==> config.mk <==
export PLATFORM = sky130hd
export DESIGN_NAME = amplitude_seq_ctrl_flat
export DESIGN_NICKNAME = d
export VERILOG_FILES = /design/src/rtl/amplitude_seq_ctrl_if.sv /design/src/rtl/amplitude_seq_ctrl.sv /design/src/flat_wrapper.sv
export SDC_FILE = /design/constraint.sdc
export NUM_CORES = 1
export LEC_CHECK = 0
export BUFFER_PORTS_ARGS = -buffer_cell sky130_fd_sc_hd__buf_4
export CAP_MARGIN = 40
export CELL_PAD_IN_SITES_DETAIL_PLACEMENT = 0
export CELL_PAD_IN_SITES_GLOBAL_PLACEMENT = 2
export CORE_UTILIZATION = 29
export DETAILED_ROUTE_END_ITERATION = 7
export GPL_ROUTABILITY_DRIVEN = 0
export PLACE_DENSITY = 0.91
export SLEW_MARGIN = 40
export SYNTH_ARGS = -nofsm -noshare
export SYNTH_HDL_FRONTEND = slang
export SYNTH_SLANG_ARGS = --single-unit
==> constraint.sdc <==
create_clock -name clk -period 6.99 [get_ports clk]
set_input_delay 0.3495 -clock clk [delete_from_list [all_inputs] [get_ports clk]]
set_output_delay 0.3495 -clock clk [all_outputs]
set_load 0.1 [all_outputs]
==> src/rtl/amplitude_seq_ctrl_if.sv <==
`default_nettype none
// ============================================================================
//  Module      : amplitude_seq_ctrl_if
//  Description : Bundle between the magnitude sequencer and its environment
//                (MFCC state controller, FFT memory, datapath, amplitude
//                memory).
//                master : environment side (drives requests and datapath data)
//                slave  : sequencer side (drives strobes, addresses, status)
//  Revision    : 1.0 - initial release
// ============================================================================
interface amplitude_seq_ctrl_if #(
    parameter int ADDR_WIDTH = 12,
    parameter int DATA_WIDTH = 32
);
    logic                  start;
    logic                  abort;
    logic [ADDR_WIDTH-1:0] fft_num;
    logic [DATA_WIDTH-1:0] ampli_data_in;
    logic                  rd_en;
    logic [ADDR_WIDTH-1:0] rd_addr;
    logic                  dp_en;
    logic                  wr_en;
    logic [ADDR_WIDTH-1:0] wr_addr;
    logic                  busy;
    logic                  done;
    logic [DATA_WIDTH-1:0] peak_val;
    logic [ADDR_WIDTH-1:0] peak_bin;

    modport master (
        output start, abort, fft_num, ampli_data_in,
        input  rd_en, rd_addr, dp_en, wr_en, wr_addr, busy, done,
               peak_val, peak_bin
    );

    modport slave (
        input  start, abort, fft_num, ampli_data_in,
        output rd_en, rd_addr, dp_en, wr_en, wr_addr, busy, done,
               peak_val, peak_bin
    );
endinterface
`default_nettype wire

==> src/rtl/amplitude_seq_ctrl.sv <==
`default_nettype none
// ============================================================================
//  Module      : amplitude_seq_ctrl
//  Description : Sequencer for the pipelined magnitude datapath. On start it
//                reads bins 0..(fft_num>>1)-1 one per cycle from the FFT
//                memory, enables the datapath, writes each result LATENCY
//                cycles after its read and pulses done when the last write
//                has retired.
//  Ports       : clk  - clock, rising edge
//                rst  - synchronous reset, active-high
//                bus  - amplitude_seq_ctrl_if.slave
//                       in : start, abort, fft_num, ampli_data_in
//                       out: rd_en, rd_addr, dp_en, wr_en, wr_addr, busy,
//                            done, peak_val, peak_bin
//  Options     : AMP_PEAK_TRACK_EN - when defined, tracks the largest
//                amplitude of a pass and its bin index; otherwise
//                peak_val/peak_bin are tied to 0.
//  Parameters  : ADDR_WIDTH, DATA_WIDTH, LATENCY (legal range 1..15)
//  Revision    : 1.0 - initial release
// ============================================================================
module amplitude_seq_ctrl #(
    parameter int ADDR_WIDTH = 12,
    parameter int DATA_WIDTH = 32,
    parameter int LATENCY    = 4
) (
    input  wire logic          clk,
    input  wire logic          rst,
    amplitude_seq_ctrl_if.slave bus
);

    typedef enum logic [1:0] {
        S_IDLE  = 2'd0,
        S_ISSUE = 2'd1,
        S_DRAIN = 2'd2,
        S_DONE  = 2'd3
    } state_t;

    localparam logic [ADDR_WIDTH-1:0] c_one = ADDR_WIDTH'(1);

    state_t                r_state;
    state_t                w_state_nxt;
    logic [ADDR_WIDTH-1:0] r_n_bins;
    logic [ADDR_WIDTH-1:0] r_rd_addr;
    logic [ADDR_WIDTH-1:0] r_wr_addr;
    logic [LATENCY-1:0]    r_pipe;

    logic [ADDR_WIDTH-1:0] w_n_bins_in;
    logic                  w_start_ok;
    logic                  w_flush;
    logic                  w_rd_last;
    logic                  w_wr_last;
    logic                  w_rd_en;
    logic                  w_wr_en;
    logic                  w_busy;
    logic                  w_done;
    logic                  w_pipe_tail_empty;

    assign w_n_bins_in = bus.fft_num >> 1;
    // abort beats start in IDLE; in any other state it cancels the pass
    assign w_start_ok  = (r_state == S_IDLE) && bus.start && !bus.abort;
    assign w_flush     = bus.abort && (r_state != S_IDLE);
    assign w_rd_last   = (r_rd_addr == r_n_bins - c_one);
    assign w_wr_last   = (r_wr_addr == r_n_bins - c_one);
    assign w_wr_en     = r_pipe[LATENCY-1];

    // ------------------------------------------------------------------
    // Valid pipe: tracks which issued reads are still in the datapath.
    // w_pipe_tail_empty means nothing is queued behind the top stage, so
    // a write seen in DRAIN under that condition is the last one.
    // ------------------------------------------------------------------
    generate
        if (LATENCY == 1) begin : g_pipe_single
            always_ff @(posedge clk) begin
                if (rst || w_flush) begin
                    r_pipe <= '0;
                end else begin
                    r_pipe[0] <= w_rd_en;
                end
            end
            assign w_pipe_tail_empty = 1'b1;
        end else begin : g_pipe_multi
            always_ff @(posedge clk) begin
                if (rst || w_flush) begin
                    r_pipe <= '0;
                end else begin
                    r_pipe <= {r_pipe[LATENCY-2:0], w_rd_en};
                end
            end
            assign w_pipe_tail_empty = ~|r_pipe[LATENCY-2:0];
        end
    endgenerate

    // ------------------------------------------------------------------
    // FSM state register
    // ------------------------------------------------------------------
    always_ff @(posedge clk) begin
        if (rst) begin
            r_state <= S_IDLE;
        end else begin
            r_state <= w_state_nxt;
        end
    end

    // ------------------------------------------------------------------
    // FSM next state and state-decoded outputs
    // ------------------------------------------------------------------
    always_comb begin
        w_state_nxt = r_state;
        w_rd_en     = 1'b0;
        w_busy      = 1'b1;
        w_done      = 1'b0;
        case (r_state)
            S_IDLE: begin
                w_busy = 1'b0;
                if (w_start_ok) begin
                    // an empty pass skips straight to the completion pulse
                    w_state_nxt = (w_n_bins_in == '0) ? S_DONE : S_ISSUE;
                end
            end
            S_ISSUE: begin
                w_rd_en = 1'b1;
                if (bus.abort) begin
                    w_state_nxt = S_IDLE;
                end else if (w_rd_last) begin
                    w_state_nxt = S_DRAIN;
                end
            end
            S_DRAIN: begin
                if (bus.abort) begin
                    w_state_nxt = S_IDLE;
                end else if (w_pipe_tail_empty) begin
                    w_state_nxt = S_DONE;
                end
            end
            S_DONE: begin
                w_done      = 1'b1;
                w_state_nxt = S_IDLE;
            end
            default: begin
                w_state_nxt = S_IDLE;
            end
        endcase
    end

    // ------------------------------------------------------------------
    // Pass length and address counters. Both counters saturate at the
    // last bin so they never point past the live half of the buffer.
    // ------------------------------------------------------------------
    always_ff @(posedge clk) begin
        if (rst) begin
            r_n_bins  <= '0;
            r_rd_addr <= '0;
            r_wr_addr <= '0;
        end else if (w_start_ok) begin
            r_n_bins  <= w_n_bins_in;
            r_rd_addr <= '0;
            r_wr_addr <= '0;
        end else if (w_flush) begin
            r_rd_addr <= '0;
            r_wr_addr <= '0;
        end else begin
            if (w_rd_en && !w_rd_last) begin
                r_rd_addr <= r_rd_addr + c_one;
            end
            if (w_wr_en && !w_wr_last) begin
                r_wr_addr <= r_wr_addr + c_one;
            end
        end
    end

    // ------------------------------------------------------------------
    // Peak tracking. Raw unsigned compare orders non-negative IEEE-754
    // singles correctly; strict '>' keeps the first of equal peaks.
    // ------------------------------------------------------------------
`ifdef AMP_PEAK_TRACK_EN
    logic [DATA_WIDTH-1:0] r_peak_val;
    logic [ADDR_WIDTH-1:0] r_peak_bin;

    always_ff @(posedge clk) begin
        if (rst || w_start_ok) begin
            r_peak_val <= '0;
            r_peak_bin <= '0;
        end else if (w_wr_en && (bus.ampli_data_in > r_peak_val)) begin
            r_peak_val <= bus.ampli_data_in;
            r_peak_bin <= r_wr_addr;
        end
    end

    assign bus.peak_val = r_peak_val;
    assign bus.peak_bin = r_peak_bin;
`else
    assign bus.peak_val = '0;
    assign bus.peak_bin = '0;
`endif

    assign bus.rd_en   = w_rd_en;
    assign bus.rd_addr = r_rd_addr;
    assign bus.dp_en   = w_rd_en | (|r_pipe);
    assign bus.wr_en   = w_wr_en;
    assign bus.wr_addr = r_wr_addr;
    assign bus.busy    = w_busy;
    assign bus.done    = w_done;

endmodule
`default_nettype wire
==> src/flat_wrapper.sv <==
// flat-port wrapper written by rule: the top's interface ports become plain ports
module amplitude_seq_ctrl_flat 
#(
    parameter int ADDR_WIDTH = 12,
    parameter int DATA_WIDTH = 32,
    parameter int LATENCY    = 4
)
  (clk, rst, bus_start, bus_abort, bus_fft_num, bus_ampli_data_in, bus_rd_en, bus_rd_addr, bus_dp_en, bus_wr_en, bus_wr_addr, bus_busy, bus_done, bus_peak_val, bus_peak_bin);
  amplitude_seq_ctrl_if #(.ADDR_WIDTH(ADDR_WIDTH), .DATA_WIDTH(DATA_WIDTH)) bus_i ();
  input  wire logic clk;
  input  wire logic rst;
  input wire logic [$bits(bus_i.start)-1:0] bus_start;
  input wire logic [$bits(bus_i.abort)-1:0] bus_abort;
  input wire logic [$bits(bus_i.fft_num)-1:0] bus_fft_num;
  input wire logic [$bits(bus_i.ampli_data_in)-1:0] bus_ampli_data_in;
  output wire logic [$bits(bus_i.rd_en)-1:0] bus_rd_en;
  output wire logic [$bits(bus_i.rd_addr)-1:0] bus_rd_addr;
  output wire logic [$bits(bus_i.dp_en)-1:0] bus_dp_en;
  output wire logic [$bits(bus_i.wr_en)-1:0] bus_wr_en;
  output wire logic [$bits(bus_i.wr_addr)-1:0] bus_wr_addr;
  output wire logic [$bits(bus_i.busy)-1:0] bus_busy;
  output wire logic [$bits(bus_i.done)-1:0] bus_done;
  output wire logic [$bits(bus_i.peak_val)-1:0] bus_peak_val;
  output wire logic [$bits(bus_i.peak_bin)-1:0] bus_peak_bin;
  assign bus_i.start = bus_start;
  assign bus_i.abort = bus_abort;
  assign bus_i.fft_num = bus_fft_num;
  assign bus_i.ampli_data_in = bus_ampli_data_in;
  assign bus_rd_en = bus_i.rd_en;
  assign bus_rd_addr = bus_i.rd_addr;
  assign bus_dp_en = bus_i.dp_en;
  assign bus_wr_en = bus_i.wr_en;
  assign bus_wr_addr = bus_i.wr_addr;
  assign bus_busy = bus_i.busy;
  assign bus_done = bus_i.done;
  assign bus_peak_val = bus_i.peak_val;
  assign bus_peak_bin = bus_i.peak_bin;
  amplitude_seq_ctrl #(.ADDR_WIDTH(ADDR_WIDTH), .DATA_WIDTH(DATA_WIDTH), .LATENCY(LATENCY)) u_core (.clk(clk), .rst(rst), .bus(bus_i));
endmodule
==> results of run 1 <==
==> cells by family after synthesis <==
group                    share of synthesized area
AO/OA/AOI/OAI                                0.161
XOR/XNOR                                     0.100
adder cells (fa/ha/maj)                     0.0129
buffers and inverters                        0.175
flip-flops                                   0.282
multiplexers                                0.0206
other                                      0.00129
AND/OR/NAND/NOR                              0.248
==> cell type report <==
class / count / area share
Inverter: 11 / 0.0127
Tap cell: 133 / 0.0513
Clock buffer: 7 / 0.0266
Sequential cell: 41 / 0.253
Timing Repair Buffer: 44 / 0.103
Multi-Input combinational cell: 284 / 0.544
Clock inverter: 1 / 0.00925
==> routing by layer <==
metal / part of all wire / global-route usage / vias to the layer above
li1: - / - / 1246
met1: 0.49 / 0.181 / 1176
met2: 0.46 / 0.207 / 82
met3: 0.044 / 0.0246 / 5
met4: 0.0060 / 0.0440 / 0
met5: 0 / 0 / -
==> worst max path at each step <==
| stage | startpoint | endpoint | slack [ps] | cells past startpoint |
|---|---|---|---|---|
| global placement | u_core.r_n_bins[0]$_SDFFE_PP0P_ | u_core.bus.wr_addr[1]$_SDFFE_PP0P_ | 3640 | 9 |
| CTS | u_core.r_n_bins[2]$_SDFFE_PP0P_ | u_core.bus.rd_addr[1]$_SDFFE_PP0P_ | 3620 | 7 |
| global route | u_core.r_n_bins[0]$_SDFFE_PP0P_ | u_core.bus.wr_addr[3]$_SDFFE_PP0P_ | 3620 | 9 |
| detailed placement | u_core.r_n_bins[2]$_SDFFE_PP0P_ | u_core.bus.rd_addr[1]$_SDFFE_PP0P_ | 3630 | 7 |
| floorplan | u_core.bus.rd_addr[2]$_SDFFE_PP0P_ | u_core.bus.rd_addr[1]$_SDFFE_PP0P_ | 3890 | 9 |
| finish | u_core.r_n_bins[2]$_SDFFE_PP0P_ | u_core.bus.rd_addr[1]$_SDFFE_PP0P_ | 3800 | 8 |
==> state kept, by name, summed over array words and instances (netlist names) <==
register            cells
u_core.r_state          2
u_core.r_n_bins        11
u_core.r_pipe           4
u_core.bus.rd_addr     12
u_core.bus.wr_addr     12
==> per-stage QoR <==
stage	setup slack [ps]	power [mW]
3_5_place_dp	3630	0.447
5_1_grt	3620	0.671
6_report	3800	0.642
3_3_place_gp	3640	0.445
2_1_floorplan	3890	0.447
4_1_cts	3620	0.649
==> synth_stat cells (7+ instances only) <==
library cell	n	area, um2
a21oi_1	31	155
buf_4	44	330
clkbuf_1	13	48.8
dfxtp_1	41	821
inv_1	11	41.3
nand2_1	36	135
nand3_1	17	85.1
nor2_1	12	45.0
nor3_1	8	40.0
o21ai_1	10	50.1
o31ai_1	7	52.6
or3_1	14	87.6
or4_1	8	60.1
xnor2_1	16	140
xor2_1	7	61.3
==> worst register-to-register path: stages (launching register included) <==
cell	delay, ps
dfxtp_1	450
nor4_4	650
nand4b_1	360
xor2_1	230
a2111o_1	480
o31ai_4	420
buf_6	230
mux2i_1	210
nor2_1	50
==> power groups by stage <==
stage,sequential [mW],clock (mW),combinational (mW)
final,0.246,0.198,0.197
after global routing,0.247,0.216,0.207
after CTS,0.246,0.207,0.196
after detailed placement,0.252,0,0.196
after global placement,0.252,0,0.193
after floorplan,0.247,0,0.200
==> impl_results.md, run 1 <==
- Cell-internal power: approximately 390 uW
- Remaining DRCs: 0
- Die Y-Extent: 102 um
- Final-report setup violation count: 0
- Via-to-Cell Ratio: between 4 and 5
- Vias: around 2500
- Placeable Area: about 9800 um2
- DIE AREA: ~10000 um2
- EDFF count, synth: 0
- Gate power share: 0.307
- Placed instance area: 3120 um2
- Fmax: between 300 and 400 MHz
- Die W: between 100 and 150 um
- Max_cap viols: 0
- R2r worst-path depth: 8
- Reg clk slew, reported paths: approximately 80 ps
- IO buf count: 43
- H-tree Lvls: 2
- FF-to-FF Start: u_core.r_n_bins[2]$_SDFFE_PP0P_
- First-iteration detailed-routing DRC count: between 150 and 200
- Fin area: about 3200 um2
- Slew @ Worst Pin: ~780 ps
- Synth Cell Area: around 2900 um2
- Max FO, Critical Path: 15
- Final period util: 0.456
- Most frequent cells in the layout: conb_1 (44), buf_4 (43), dfxtp_1 (41)
- Post-CTS setup buffer count: 0
- Critical Path AT: about 3400 ps
- Min-delay worst type: in2reg
- Commonest non-fill, non-tap cell in the layout: conb_1
- Area Overhead vs Synth: 11.4%
- Clock sink count: 41
- Hold WS: between 200 and 300 ps
- Worst path top cell family by delay: simple AND/OR/NAND/NOR gates
- Critical R2R Capture: u_core.bus.rd_addr[1]$_SDFFE_PP0P_
- Vias in the first global route: 2180
- Worst hold endpoint: u_core.r_pipe[0]$_SDFF_PP0_
- Top FF cell, synth: dfxtp_1
- Resized cells post-CTS: 0
- CP max-delay cell: nor4_4
- Worst Hold Path Cells: 2
- Multi-input gate area: 1770 um2
- Sequential share of power: 0.384
- Worst setup SP type: flip-flop
- Status: finished, final reports clean
- Hold_buf cts: 0
- YS warnings: 0
- HPWL after DPL: 5060 um
- Grt ovf: 0
- Sw Share: 0.389
- Antenna violations before repair: 0
- First-pass GRT wire length: 10800 um
- Seq/Total Area, Yosys: 0.282
- WL per Instance: between 10 and 15 um
- Clk root buf: clkbuf_8
- Critical Path RT: between 7000 and 8000 ps
- Max Slew Vio Count: 0
- Finished Layout Cells: 521
- Storage cell area: a little over 800 um2
- Initial Util: 0.298
- RSZ-0062 raised after global routing: false
- Io pins: approximately 120
- Hold Violations, Final: 0
- Clk pwr share: 0.309
- Async S/R FF share, synth: 0
- CP Cell Sequence: nor4_4, nand4b_1, xor2_1, a2111o_1, o31ai_4, buf_6, mux2i_1, nor2_1
- Flop-to-flop setup slack: 3800 ps
- Final WL: roughly 6700 um
- Switch Pwr: 249 uW
- CP max stage delay: 650 ps
- Minimum clock period: 3190 ps
- Number of nets with antenna violations after routing: 0
- Core Rows: 36
- Fin util: 0.332
- CTS Buffer Depth: 2
- CP Capture Type: flip-flop
- Total GRT Usage: 0.132
- Worst vdd rail ir drop: roughly 0.000070 V
- P_leak: between 1 and 1.5 nW
- Syn Area/Cell: between 8 and 9 um2
- CTS tree: yes
- Filler instances: around 1100
- Initial DRT Pass Iterations: 4
- Worst Path Buf+Inv: 1
- Setup Skew: between 3 and 4 ps
- CTS buffer count: 5
- Ant. Diodes: 0
- Dpl cells: 512
- CP Class: reg2reg
- Worst relative slew slack: 0.480
- Layout cells sized above 1: 0.155
- Post-Syn Instances: 360
- Hold path start: bus_abort
- Setup_tns: 0 ps
- Flops & latches, synth: slightly above 40
- Yosys cell types: 55
- Final nets: around 440
- Pwr/cell area: about 200 nW/um2
- Clk_lat worst skew: 290 ps
- Largest net degree at the start of global routing: 24
(Power assumes the default switching activity.)
==> run 2: changes to the inputs <==
Settings changed: CORE_UTILIZATION 29 to 24, PLACE_DENSITY 0.91 to 0.81.
Clock period 6.99 ns to 2.9 ns, I/O delays scaled along.
==> run 2 against run 1 <==
Effect of this change: the run now ends with design-rule violations left; worst hold slack worse by 190 ps; total power rose to 2.6 times the previous value; via count up 2.7%; global-route usage down 1.7 points; clock skew down 0.96 ps; maximum frequency up 18%; clock power rose to 3.0 times the previous value; cell count up 4.0%; combinational power rose to 2.5 times the previous value; flip-flop and latch count unchanged; non-clock buffer count up 11; critical path depth up 2.
==> impl_results.md, run 2 (same netlist as run 1, synthesis figures left out) <==
- First-iteration detailed-routing DRC count: between 100 and 150
- Die Y-Extent: about 110 um
- Grt ovf: 0
- Clk_lat worst skew: ~280 ps
- CP Class: reg2reg
- Hold path start: bus_abort
- CTS tree: yes
- Worst path top cell family by delay: simple AND/OR/NAND/NOR gates
- Critical Path RT: about 3100 ps
- Number of nets with antenna violations after routing: 0
- Worst vdd rail ir drop: 0.000263 V
- Layout cells sized above 1: 0.180
- WL per Instance: 13.2 um
- IO buf count: between 40 and 50
- Ant. Diodes: 0
- Post-CTS setup buffer count: 0
- Total GRT Usage: 0.115
- Max Slew Vio Count: 0
- Hold_buf cts: 0
- CP max-delay cell: or4_1
- Setup Skew: around 2.4 ps
- Initial DRT Pass Iterations: 8
- Worst setup SP type: flip-flop
- Filler instances: ~1300
- Sequential share of power: 0.355
- Vias: around 2600
- H-tree Lvls: 2
- Antenna violations before repair: 0
- Clk root buf: clkbuf_16
- Worst Hold Path Cells: 2
- CP Cell Sequence: inv_1, ha_1, nor3b_1, xnor3_1, o211ai_1, a2111o_1, o31ai_4, buf_12, or4_1, a21oi_1
- Final nets: roughly 450
- Die W: ~110 um
- Critical R2R Capture: u_core.bus.rd_addr[11]$_SDFFE_PP0P_
- Final-report setup violation count: 0
- Switch Pwr: 628 uW
- Placeable Area: between 10000 and 15000 um2
- Final WL: approximately 7100 um
- FF-to-FF Start: u_core.r_n_bins[0]$_SDFFE_PP0P_
- CTS buffer count: 5
- Pwr/cell area: between 400 and 500 nW/um2
- Final period util: 0.931
- Worst hold endpoint: u_core.r_pipe[0]$_SDFF_PP0_
- Fin area: about 3400 um2
- Hold Violations, Final: 0
- Remaining DRCs: 4
- Reg clk slew, reported paths: roughly 60 ps
- Min-delay worst type: in2reg
- P_leak: roughly 1.3 nW
- R2r worst-path depth: 10
- DIE AREA: about 13000 um2
- Minimum clock period: between 2000 and 3000 ps
- Vias in the first global route: ~2200
- Clock sink count: 41
- CTS Buffer Depth: 2
- Area Overhead vs Synth: 15.9%
- CP max stage delay: slightly above 500 ps
- Worst Path Buf+Inv: 2
- Sw Share: 0.376
- Resized cells post-CTS: 0
- Flop-to-flop setup slack: approximately 200 ps
- RSZ-0062 raised after global routing: false
- Initial Util: 0.251
- Largest net degree at the start of global routing: 24
- Commonest non-fill, non-tap cell in the layout: buf_4
- Gate power share: 0.296
- Max FO, Critical Path: 23
- Critical path depth in cells: 10
- Most frequent cells in the layout: buf_4 (54), conb_1 (44), dfxtp_1 (39)
- Core Rows: 39
- Status: complete, but fails checks
- Max_cap viols: 0
- Io pins: 121
- Critical Path AT: about 3000 ps
- First-pass GRT wire length: 11500 um
- Cell-internal power: ~1.0 mW
- HPWL after DPL: ~5500 um
- Failing checks: design-rule violations
- Hold WS: ~80 ps
- Via-to-Cell Ratio: about 4.8
- CP Capture Type: flip-flop
- Placed instance area: roughly 3200 um2
- Setup_tns: 0 ps
- Clk pwr share: 0.349
- Fmax: roughly 370 MHz
## run 2: cell type report
class                      instances  area (um2)  area share
sequential                        41         823       0.244
multi-input combinational        284        1750       0.519
clock inverter                     1        5.00     0.00148
clock buffer                       7         153      0.0452
tap                              143         179      0.0530
timing repair buffer              55         425       0.126
inverter                          11        41.3      0.0122
## run 2: power by group through the flow
stage                     logic (mW)  clock network (mW)  registers, mW
after floorplan                0.481                   0          0.596
after global placement         0.490                   0          0.605
after detailed placement       0.493                   0          0.606
after CTS                      0.494               0.603          0.593
after global routing           0.521               0.621          0.595
final                          0.495               0.585          0.594
## run 2: metal layers
layer  vias to the layer above  part of all wire  global-route usage
li1                       1267                 -                   -
met2                        83              0.45               0.178
met4                         0            0.0095              0.0311
met1                      1217              0.49               0.161
met3                         9             0.056              0.0232
met5                         -                 0                   0
## run 2: worst register-to-register path, delay by kind of cell (launching register included)
family	cells	cell delay, ps
AND/OR/NAND/NOR	2	900
adder cells (fa/ha/maj)	1	340
buffers and inverters	2	270
flip-flops	1	330
AO/OA/AOI/OAI	4	530
XOR/XNOR	1	280
## run 2: through the flow
step / cells / setup WS (ps) / utilization / total power [mW]
2_1_floorplan: 403 / 13.6 / - / 1.08
3_3_place_gp: 534 / 229 / 0.277 / 1.10
3_5_place_dp: 534 / 204 / 0.277 / 1.10
4_1_cts: 542 / 187 / 0.291 / 1.69
5_1_grt: 542 / 2.67 / 0.291 / 1.74
6_report: 542 / 200 / 0.291 / 1.67
## run 2: how the worst max path moves through the flow
stage	from	end	slack, ps
6_report	u_core.r_n_bins[0]$_SDFFE_PP0P_	u_core.bus.rd_addr[11]$_SDFFE_PP0P_	200
5_1_grt	u_core.r_n_bins[0]$_SDFFE_PP0P_	u_core.bus.rd_addr[11]$_SDFFE_PP0P_	3
4_1_cts	u_core.r_n_bins[2]$_SDFFE_PP0P_	u_core.bus.rd_addr[11]$_SDFFE_PP0P_	190
3_5_place_dp	u_core.r_n_bins[2]$_SDFFE_PP0P_	u_core.bus.rd_addr[11]$_SDFFE_PP0P_	200
3_3_place_gp	u_core.r_n_bins[0]$_SDFFE_PP0P_	u_core.bus.wr_addr[1]$_SDFFE_PP0P_	230
2_1_floorplan	u_core.r_state[0]$_SDFFE_PP0P_	bus_dp_en	10
